==> src/rtl/mpu_sample_sequencer.sv <==
// mpu_sample_sequencer
// Paces accelerometer acquisition. Every sample tick it asks the I2C
// byte-stream master for a 6-byte burst starting at START_REG, assembles the
// big-endian bytes into signed ax/ay/az and publishes each complete sample
// with a one-cycle data_valid pulse. Ticks that arrive while a transaction is
// still in flight are dropped and counted. Transactions killed by bus_error
// or by the watchdog timer are counted and never published.
//
// Ports
//   clk, rst        system clock (rising edge), async active-high reset
//   enable          lets the tick counter run and new transactions start
//   rd_req          burst-read request, held until rd_ack
//   rd_addr         first register of the burst (constant START_REG)
//   rd_len          burst length in bytes (constant 6)
//   rd_ack          master accepted the request
//   rx_valid        rx_data carries one returned byte
//   rx_data         returned byte
//   bus_error       master reports NACK / arbitration loss
//   data_valid      one-cycle pulse, ax/ay/az hold a new sample
//   ax, ay, az      last published sample (signed, held between pulses)
//   sample_count    published samples, wraps
//   err_count       aborted transactions, saturating
//   overrun_count   dropped ticks, saturating
module mpu_sample_sequencer #(
    parameter int unsigned CLK_FREQ_HZ    = 50_000_000,
    parameter int unsigned SAMPLE_RATE_HZ = 50,
    parameter int unsigned TIMEOUT_CYCLES = 100_000,
    parameter logic [7:0]  START_REG      = 8'h3B
) (
    input  logic               clk,
    input  logic               rst,
    input  logic               enable,
    output logic               rd_req,
    output logic [7:0]         rd_addr,
    output logic [2:0]         rd_len,
    input  logic               rd_ack,
    input  logic               rx_valid,
    input  logic [7:0]         rx_data,
    input  logic               bus_error,
    output logic               data_valid,
    output logic signed [15:0] ax,
    output logic signed [15:0] ay,
    output logic signed [15:0] az,
    output logic [15:0]        sample_count,
    output logic [7:0]         err_count,
    output logic [7:0]         overrun_count
);

    localparam int unsigned PERIOD = CLK_FREQ_HZ / SAMPLE_RATE_HZ;
    localparam int TICK_W = (PERIOD > 1) ? $clog2(PERIOD) : 1;
    localparam int TMR_W  = (TIMEOUT_CYCLES > 1) ? $clog2(TIMEOUT_CYCLES) : 1;
    localparam logic [TICK_W-1:0] TICK_LAST = TICK_W'(PERIOD - 1);
    localparam logic [TMR_W-1:0]  TMR_LAST  = TMR_W'(TIMEOUT_CYCLES - 1);

    typedef enum logic [1:0] {IDLE, REQ, RECV, PUBLISH} state_t;

    state_t            state, state_next;
    logic [TICK_W-1:0] tick_cnt;
    logic [TMR_W-1:0]  timer;
    logic [2:0]        byte_idx;
    logic [39:0]       shadow;
    logic              tick, timed_out, abort, store_byte, last_byte, overrun;

    assign rd_addr = START_REG;
    assign rd_len  = 3'd6;

    assign tick      = enable && (tick_cnt == TICK_LAST);
    assign timed_out = (timer == TMR_LAST);
    assign last_byte = (byte_idx == 3'd5);

    // Free-running sample-rate divider; held at zero while disabled so the
    // first tick after enable rises lands a full period later.
    always_ff @(posedge clk or posedge rst) begin
        if (rst) begin
            tick_cnt <= '0;
        end else if (!enable || tick_cnt == TICK_LAST) begin
            tick_cnt <= '0;
        end else begin
            tick_cnt <= tick_cnt + 1'b1;
        end
    end

    // Next-state decode. bus_error beats the timeout, which beats
    // rd_ack / rx_valid, so an abort always wins a same-cycle race.
    always_comb begin
        state_next = state;
        abort      = 1'b0;
        store_byte = 1'b0;
        overrun    = tick && (state != IDLE);
        case (state)
            IDLE: begin
                if (tick) state_next = REQ;
            end
            REQ: begin
                if (bus_error || timed_out) begin
                    abort      = 1'b1;
                    state_next = IDLE;
                end else if (rd_ack) begin
                    state_next = RECV;
                end
            end
            RECV: begin
                if (bus_error || timed_out) begin
                    abort      = 1'b1;
                    state_next = IDLE;
                end else if (rx_valid) begin
                    store_byte = 1'b1;
                    if (last_byte) state_next = PUBLISH;
                end
            end
            PUBLISH: begin
                state_next = IDLE;
            end
            default: begin
                state_next = IDLE;
            end
        endcase
    end

    // State register plus the registered request / valid strobes, decoded
    // from the next state so they line up with the state they describe.
    always_ff @(posedge clk or posedge rst) begin
        if (rst) begin
            state      <= IDLE;
            rd_req     <= 1'b0;
            data_valid <= 1'b0;
        end else begin
            state      <= state_next;
            rd_req     <= (state_next == REQ);
            data_valid <= (state_next == PUBLISH);
        end
    end

    // Datapath: watchdog timer, byte collection, sample publish, counters.
    // The first five bytes shift through a 40-bit shadow; the sixth byte is
    // taken straight from rx_data so the sample appears the cycle after it.
    // Any state change clears the timer, which covers entry to REQ and RECV.
    always_ff @(posedge clk or posedge rst) begin
        if (rst) begin
            timer         <= '0;
            byte_idx      <= '0;
            shadow        <= '0;
            ax            <= '0;
            ay            <= '0;
            az            <= '0;
            sample_count  <= '0;
            err_count     <= '0;
            overrun_count <= '0;
        end else begin
            if (state_next != state) begin
                timer <= '0;
            end else if (state == REQ || state == RECV) begin
                timer <= timer + 1'b1;
            end

            if (state == REQ && state_next == RECV) begin
                byte_idx <= '0;
            end else if (store_byte) begin
                byte_idx <= byte_idx + 1'b1;
            end

            if (store_byte) begin
                shadow <= {shadow[31:0], rx_data};
            end

            if (store_byte && last_byte) begin
                ax <= {shadow[39:32], shadow[31:24]};
                ay <= {shadow[23:16], shadow[15:8]};
                az <= {shadow[7:0], rx_data};
            end

            if (state == PUBLISH) begin
                sample_count <= sample_count + 1'b1;
            end

            if (abort && err_count != 8'hFF) begin
                err_count <= err_count + 1'b1;
            end

            if (overrun && overrun_count != 8'hFF) begin
                overrun_count <= overrun_count + 1'b1;
            end
        end
    end

endmodule
==> config.mk <==
export PLATFORM = sky130hd
export DESIGN_NAME = mpu_sample_sequencer
export DESIGN_NICKNAME = d
export VERILOG_FILES = /design/src/rtl/mpu_sample_sequencer.sv
export SDC_FILE = /design/constraint.sdc
export NUM_CORES = 1
export LEC_CHECK = 0
export CAP_MARGIN = 25
export CORE_UTILIZATION = 58
export DETAILED_ROUTE_END_ITERATION = 6
export DONT_BUFFER_PORTS = 1
export PLACE_DENSITY = 0.76
export SYNTH_ARGS = -nofsm -noshare
export SYNTH_HDL_FRONTEND = slang
export SYNTH_SLANG_ARGS = --single-unit
==> constraint.sdc <==
create_clock -name clk -period 7.25 [get_ports clk]
set_clock_uncertainty 0.15 [all_clocks]
set_input_delay 0.725 -clock clk [delete_from_list [all_inputs] [get_ports clk]]
set_output_delay 0.725 -clock clk [all_outputs]
set_load 0.1 [all_outputs]
# Word level (Yosys, flattened, before mapping)
# Index checks and enable logic that the tools add are counted.
# W data, S select, Z words.
[word_totals] input_bits=14 regBits=164 out_inout_bits=93 word_cells=63
[op_classes] eq_ne=12 mux=17 n_addsub=6 reduce_logical=15
[op_table] cell="$mux W17" count=2
[op_table] cell="$add A20 B1 Y20 const B" count=1
[op_table] cell="$eq A20 B20 Y1 const B" count=1
[op_table] cell="$mux W20" count=1
[op_table] cell="$add A17 B1 Y17 const B" count=1
[op_table] cell="$eq A17 B17 Y1 const B" count=1
[op_table] cell="$add A16 B1 Y16 const B" count=1
[op_table] cell="$add A8 B1 Y8 const B" count=2
[op_table] cell="$ne A8 B8 Y1 const B" count=2
[op_table] cell="$mux W2" count=6
[op_table] cell="$eq A2 B2 Y1 const B" count=4
[op_table] cell="$pmux W2 S4" count=1
[op_table] cell="$logic_and A1 B1 Y1" count=6
[op_table] cell="$mux W3" count=2
[op_table] cell="$reduce_bool A2 Y1" count=3
[op_table] cell="$mux W1" count=5
[op_table] cell="$eq A2 B1 Y1 const B" count=2
[op_table] cell="$add A3 B1 Y3 const B" count=1
[op_table] cell="$eq A3 B3 Y1 const B" count=1
[op_table] cell="$logic_or A1 B1 Y1" count=3
[op_table] cell="$logic_not A2 Y1" count=1
[op_table] cell="$ne A2 B2 Y1" count=1
[op_table] cell="$reduce_or A2 Y1" count=1
[op_table] cell="$logic_not A1 Y1" count=1

# Logic depth before layout (Yosys ltp)
# Gate-level depths: netlist of run 1.
[logic_depth] ltp_word=8 ltp_mapped=9 depth_no_buf=7

# Least setup slack after synthesis of run 1
# Ideal clock, no wire load.
[synth_timing] kind="register -> register" startpoint="register overrun_count[0]" endpoint="register overrun_count[1]" n_path_buf=0 stages_incl_launch_ff=6 t_arrival_ns=2.163 setup_ns=0.126 setup_slack_ns=4.811 path_cell_list="dfrtp_1 -> ha_1 -> nand2_1 -> o31a_1 -> nand4_2 -> mux2_2"
[synth_between] elab_chain_len=2 word_cells_on_any_way=3 cone_classes="add/sub: 1; eq/ne: 1; reduce/logical: 1"
[synth_lines] item="start, declared" line_no="46" rtl="output logic [7:0] overrun_count"
[synth_lines] item="start signal, assigned" line_no="181" rtl="overrun_count <= overrun_count + 1'b1;"
[synth_lines] item="parallel branches: the longest is 2 deep, another holds $add A8 B1 Y8"
# Several ways; the timed one is not identified.
# A chain may end at the register's enable or synchronous reset.

# Final worst setup path of run 1
[layout_timing] startpoint="register tick_cnt[6]" endpoint="register timer[12]"
[layout_between] elab_chain_len=6 word_cells_on_any_way=7 cone_classes="eq/ne: 2; mux: 3; reduce/logical: 2"
[layout_lines] item="start, declared" line_no="58" rtl="logic [TICK_W-1:0] tick_cnt;"
[layout_lines] item="start signal, assigned" line_no="79" rtl="tick_cnt <= tick_cnt + 1'b1;"
[layout_lines] item="$eq A20 B20 Y1 *" line_no="67" rtl="assign tick = enable && (tick_cnt == TICK_LAST);"
[layout_lines] item="$logic_and A1 B1 Y1 *" line_no="67"
[layout_lines] item="$mux W2 *" line_no="92" rtl="if (tick) state_next = REQ;"
[layout_lines] item="$pmux W2 S4 *" line_no="90" rtl="case (state)"
[layout_lines] item="$ne A2 B2 Y1 *" line_no="150" rtl="if (state_next != state) begin"
[layout_lines] item="$mux W17 / $reduce_bool A2 Y1 (equally long branches)"
[layout_lines] item="end signal, assigned" line_no="153" rtl="timer <= timer + 1'b1;"
[layout_lines] item="end, declared" line_no="59" rtl="logic [TMR_W-1:0] timer;"
# Mark *: on every way between the ends. The rest lies on a longest branch, timed or not.

==> metrics, run 1 <==
Gate Count Post-Synth=about 580; Die X=115 um; Worst Path Required=approximately 7400 ps; Layout Nets=604; Compound-Gate Fraction of Synth Area=5.01%; first-pass GRT wire length=22400 um; Synth Area per Inst=12.8 sq um; DR vias/cell=5.81; status=finished, final reports clean; # DRC=0; R2R Setup Slk=4080 ps; Vias=4406; fmax=315 MHz; Post-DP HPWL=8660 um; gr ovfl total=0; largest family of logic cells by synthesized area=multiplexers; worst-skew pair later-pin latency=roughly 420 ps; Setup WS post-layout=a little over 4000 ps; Post-DRT Antenna Nets=0; # IOs=about 110; Non-Filler Instances=approximately 760; total setup buffers inserted after CTS=0; drt wl/cell=17.3 um; Clock Sinks=164; H-tree levels=4; Starting Density=between 60% and 70%; final worst path period need=~3200 ps; Post-synth EDFFs=0; Max Cap Viol=0; Pre-Repair DR Iteration Count=4; setup_tns=0 ps; area delta synth->final=8.15%; final wirelength=~13000 um; post-cts resize count=0; register bit total from synthesis=164; Slew @ Worst Pin=roughly 1000 ps; CP Launch Type=register; vias in the first global route=between 4000 and 5000; cell leakage power=3.66 nW; simple-gate area share of the yosys netlist=11.9%; TritonCTS clock tree=done; Antenna Cells=0; period utilization=43.7%; commonest cells after routing, fill and taps aside=dfrtp_1, mux2_2, nor2_1; Core ar.=0.0122 sq mm; worst rel slew slack=31.4%; GR Util All Layers=22.2%; # hold bufs at CTS=0; TritonCTS Buffers=17; final hold viol count=0; Clock Path Buffers=2; ys flop type=dfrtp_1; Distinct cells, synth=53; Worst EP arrival=approximately 3300 ps; RSZ-0062 raised after global routing=no; commonest non-fill, non-tap cell in the layout=dfrtp_1; Max VDD drop=0.227 mV; FF-to-FF Start=tick_cnt[6]; pre-CTS WS=around 4100 ps; Post-synth ARST share=between 90% and 100%; nature of the critical path endpoint=register; number of setup violations in the final report=0; Port Buffers=0; Synth Area in XOR/XNOR=7.73%; Post-Synth Adder-Cell Area=1.87%; die area=0.0132 sq mm; Pwr per Cell Area=285 mW/mm^2; initial antenna violation count=0; final core utilization=65.2%; Die Ht=115 um; placed cell count=728; Clock transition at path regs=60 ps; Placement Rows=40; Ys Warns=0; Seq/Total Area, Yosys=55.7%; largest net degree at the start of global routing=107; Critical Setup Path Class=register to register; CTS Root Cell=clkbuf_16; Min-Delay Path Class=primary input to async pin; Slew Viols, Final=0; routability cong.=0.872; DR iter-0 viols=285; share of layout cells above drive strength 1=a little under a quarter; Synth Cell Area=between 0.007 and 0.008 sq mm; Critical Path Source=tick_cnt[6]; post-synthesis mux area share=14.2%; CP max FO=19
## state kept, by name, indices dropped and copies added, names as in the netlist, 2 cells and up
| name | flops |
|---|---|
| ax | 16 |
| ay | 16 |
| az | 16 |
| byte_idx | 3 |
| err_count | 8 |
| overrun_count | 8 |
| sample_count | 16 |
| shadow | 40 |
| state | 2 |
| tick_cnt | 20 |
| timer | 17 |
## kinds of logic (layout without fill, tap and decap cells)
logic type,after synthesis,count (layout)
adders and majority gates,11,11
buffers and inverters,41,46
and+or+nand+nor,159,159
AOI/OAI and AO/OA,41,41
DFF,164,164
xor gates and xnor gates,65,65
other,2,11
muxes,93,93
## worst max-delay path: stages, from the launching register on
cell and delay, ps:
dfrtp_1 420, or4_4 560, nor2_4 160, a31o_1 740, and3_1 830, a211oi_1 120
## per-layer routing
layer,GRT usage (%),share of wire [%],vias to the layer above
li1,-,-,2010
met1,26.5,41,2229
met2,36.1,49,147
met3,8.73,7.7,20
met4,9.09,1.8,0
met5,0,0,-
## final cells by class
cell class                      instances  area, sq um
Clock buffer                           21          440
Sequential cell                       164         4100
Fill cell                             922         4250
Inverter                               12         50.0
Multi-Input combinational cell        380         3050
Clock inverter                          9         85.1
Timing Repair Buffer                    4         30.0
Tap cell                              168          210
## through the flow
step / cell area, sq um / hold slack, ps / power [mW]
global route: 7970 / 261 / 2.38
CTS: 7970 / 223 / 2.30
detailed placement: 7440 / 333 / 1.49
floorplan: 7400 / 298 / 1.43
global placement: 7440 / 308 / 1.47
finish: 7970 / 204 / 2.27
## report_power, final
part | switching, mW | internal [mW] | leakage, nW
Sequential | 0.238 | 1.02 | 2.23
Combinational | 0.109 | 0.0997 | 1.18
Clock | 0.343 | 0.466 | 0.249
Total | 0.690 | 1.58 | 3.66
## synth_stat cells, drive strengths merged (2+ instances only)
| cell | count | share of area, % |
|---|---|---|
| buf | 27 | 2.8 |
| nor4b | 2 | 0.44 |
| xor2 | 32 | 3.8 |
| and4b | 2 | 0.27 |
| or4 | 2 | 0.25 |
| a31oi | 4 | 0.34 |
| nand3 | 18 | 1.2 |
| and4 | 9 | 1.1 |
| nand2 | 35 | 1.8 |
| nor2b | 4 | 0.34 |
| dfrtp | 164 | 56 |
| nor2 | 38 | 2.0 |
| nor3b | 2 | 0.20 |
| nor4 | 6 | 0.80 |
| clkbuf | 2 | 0.10 |
| a21boi | 2 | 0.25 |
| and3 | 8 | 0.68 |
| ha | 11 | 1.9 |
| o21ai | 6 | 0.41 |
| conb | 2 | 0.10 |
| nand4 | 16 | 1.4 |
| inv | 12 | 0.61 |
| xnor2 | 33 | 3.9 |
| nor3 | 13 | 0.88 |
| mux2 | 92 | 14 |
| a211oi | 20 | 3.0 |
| a21oi | 4 | 0.42 |
## path summary, 6_finish.rpt
| check | cells past startpoint | endpoint |
|---|---|---|
| max in group asynchronous | 2 | err_count[1] |
| worst max register to register | 5 | timer[12] |
| worst max-delay path | 5 | timer[12] |
| worst min-delay path | 1 | sample_count[8] |
| min in group clk | 1 | tick_cnt[4] |
| worst min register to register | 1 | tick_cnt[0] |
No activity file was read; power rests on OpenSTA's default activity.
==> run 2, diff against run 1 <==
--- a/config.mk
+++ b/config.mk
@@ -6,10 +6,10 @@
 export NUM_CORES = 1
 export LEC_CHECK = 0
 export CAP_MARGIN = 25
-export CORE_UTILIZATION = 58
+export CORE_UTILIZATION = 57
 export DETAILED_ROUTE_END_ITERATION = 6
 export DONT_BUFFER_PORTS = 1
-export PLACE_DENSITY = 0.76
+export PLACE_DENSITY = 0.77
 export SYNTH_ARGS = -nofsm -noshare
 export SYNTH_HDL_FRONTEND = slang
 export SYNTH_SLANG_ARGS = --single-unit
==> constraint.sdc (replaced) <==
create_clock -name clk -period 2.9 [get_ports clk]
set_clock_uncertainty 0.15 [all_clocks]
set_input_delay 0.29 -clock clk [delete_from_list [all_inputs] [get_ports clk]]
set_output_delay 0.29 -clock clk [all_outputs]
set_load 0.1 [all_outputs]
==> run 2 against run 1 <==
Compared with the run above:
- first-iteration DRC count grew 8.1%
- maximum frequency grew 24%
- non-clock buffer count rose by 45
- power rose to 2.6 times the previous value
- clock power grew to 2.8 times the previous value
- die area grew 1.7%
- register-to-register slack got worse by 3700 ps
- critical path type unchanged
- critical endpoint is now timer[16]
==> metrics, run 2 (same netlist as run 1, synthesis figures left out) <==
status=finished, final reports clean (unchanged); commonest cells after routing, fill and taps aside=dfrtp_1, mux2_2, nor2_1 (unchanged); TritonCTS Buffers=17 (unchanged); Slew Viols, Final=0 (unchanged); Core ar.=0.0126 sq mm (was 0.0122 sq mm); Post-DP HPWL=9290 um (was 8660 um); Non-Filler Instances=806 (was 758); # DRC=0 (unchanged); die area=0.0134 sq mm (was 0.0132 sq mm); Layout Nets=649 (was 604); max reg flops=40 (unchanged); number of setup violations in the final report=0 (unchanged); Pwr per Cell Area=710 mW/mm^2 (was 285 mW/mm^2); final worst path period need=2570 ps (was 3170 ps); setup_tns=0 ps (unchanged); Starting Density=58.4% (was 60.3%); Placement Rows=41 (was 40); Port Buffers=0 (unchanged); DR iter-0 viols=308 (was 285); placed cell count=767 (was 728); Worst EP arrival=2740 ps (was 3270 ps); commonest non-fill, non-tap cell in the layout=dfrtp_1 (unchanged); worst-skew pair later-pin latency=430 ps (was 420 ps); GR Util All Layers=22.8% (was 22.2%); share of layout cells above drive strength 1=27.9% (was 23.6%); drt wl/cell=17.3 um (about the same); Max VDD drop=0.508 mV (was 0.227 mV); Die Ht=116 um (was 115 um); Clock transition at path regs=60 ps (about the same); first-pass GRT wire length=23300 um (was 22400 um); Vias=4518 (was 4406); worst rel slew slack=37.4% (was 31.4%); nature of the critical path endpoint=register (unchanged); gr ovfl total=0 (unchanged); Worst Path Required=3070 ps (was 7350 ps); initial antenna violation count=0 (unchanged); fmax=390 MHz (was 315 MHz); CP peak stage delay=440 ps (was 830 ps); final hold viol count=0 (unchanged); cell leakage power=3.93 nW (was 3.66 nW); Clock Sinks=164 (unchanged); RSZ-0062 raised after global routing=no (unchanged); Max Cap Viol=0 (unchanged); Antenna Cells=0 (unchanged); Die X=116 um (was 115 um); final wirelength=13900 um (was 13100 um); routability cong.=0.816 (was 0.872); Top Registers=shadow (40), tick_cnt (20), timer (17) (unchanged); CP Launch Type=register (unchanged); Register-to-Register Path Depth=7 (was 5); CP max FO=17 (was 19); period utilization=88.5% (was 43.7%); Pre-Repair DR Iteration Count=5 (was 4); # IOs=107 (unchanged); CTS Root Cell=clkbuf_16 (unchanged); hold depth=3; H-tree levels=4 (unchanged); Min-Delay Path Class=primary input to register (was primary input to async pin); total setup buffers inserted after CTS=0 (unchanged); Critical-path top delay cell=dfrtp_1 (was and3_1); area delta synth->final=14.7% (was 8.15%); CP cell instances=inv_1 > ha_1 > nand4_1 > a311oi_1 > o21ai_1 > and3_2 > a211oi_1 (was or4_4 > nor2_4 > a31o_1 > and3_1 > a211oi_1); Post-DRT Antenna Nets=0 (unchanged); Clock Path Buffers=2 (unchanged); Critical Setup Path Class=register to register (unchanged); largest net degree at the start of global routing=64 (was 107); Slew @ Worst Pin=938 ps (was 1030 ps); vias in the first global route=4694 (was 4536); TritonCTS clock tree=done (unchanged); Reg with most FFs=shadow (unchanged); DR vias/cell=5.61 (was 5.81)
## run 2: power breakdown
group          total [mW]  internal, mW  leakage, nW  switching (mW)
sequential           2.91          2.55         2.23           0.362
combinational       0.838         0.303         1.42           0.535
clock                2.25          1.38        0.280           0.869
## run 2: metrics by stage
step,area [sq um],total power [mW],setup slack [ps],utilization (%),hold WS [ps]
floorplan,7400,3.57,375,-,275
global placement,7760,3.73,461,61.5,108
detailed placement,7760,3.78,227,61.5,117
CTS,8450,6.06,202,66.9,61.9
global route,8450,6.26,118,66.9,114
finish,8450,6.00,335,66.9,81.4
## run 2: area by class of cell
cell class              instances  area (sq um)
fillers                       918          4170
flip-flops and latches        164          4100
multi-input cells             380          3050
clock buffers                  20           457
repair buffers                 49           443
well taps                     172           215
clock inverters                 9           131
inverters                      12          48.8
## run 2: metal layers
| metal | track usage [%] | part of all wire (%) |
|---|---|---|
| met1 | 26.9 | 40 |
| met2 | 38.3 | 51 |
| met3 | 7.53 | 7.0 |
| met4 | 9.74 | 2.3 |
| met5 | 0 | 0 |
## run 2: path summary, 6_finish.rpt
kind                        startpoint      endpoint  slack (ps)
hold reg to reg            tick_cnt[0]   tick_cnt[0]         340
setup reg to reg              state[0]     timer[16]         330
setup / recovery              state[0]     timer[16]         330
min in group asynchronous          rst         az[7]         270
max in group asynchronous          rst        ax[12]        1610
hold / removal               bus_error  err_count[0]          80
## run 2: worst max-delay path, delay by kind of cell, from the launching register on
kind,cells,cell delay [ps]
flops,1,440
fa+ha+maj,1,260
buf+inv,1,150
compound gates,3,850
simple gates,2,620
## run 2: what timing repair did
item	in CTS	in global routing
resized for setup	0	1
hold buffers	10	0
setup endpoints to repair	0	5
endpoints found under the hold margin	46	0
==> run 3, diff against run 2 <==
--- a/config.mk
+++ b/config.mk
@@ -7,6 +7,7 @@
 export LEC_CHECK = 0
 export CAP_MARGIN = 25
 export CORE_UTILIZATION = 57
+export CTS_CLUSTER_SIZE = 28
 export DETAILED_ROUTE_END_ITERATION = 6
 export DONT_BUFFER_PORTS = 1
 export PLACE_DENSITY = 0.77
==> results of run 3 <==
No change in the layout: final DEF, timing and power equal those of run 2.
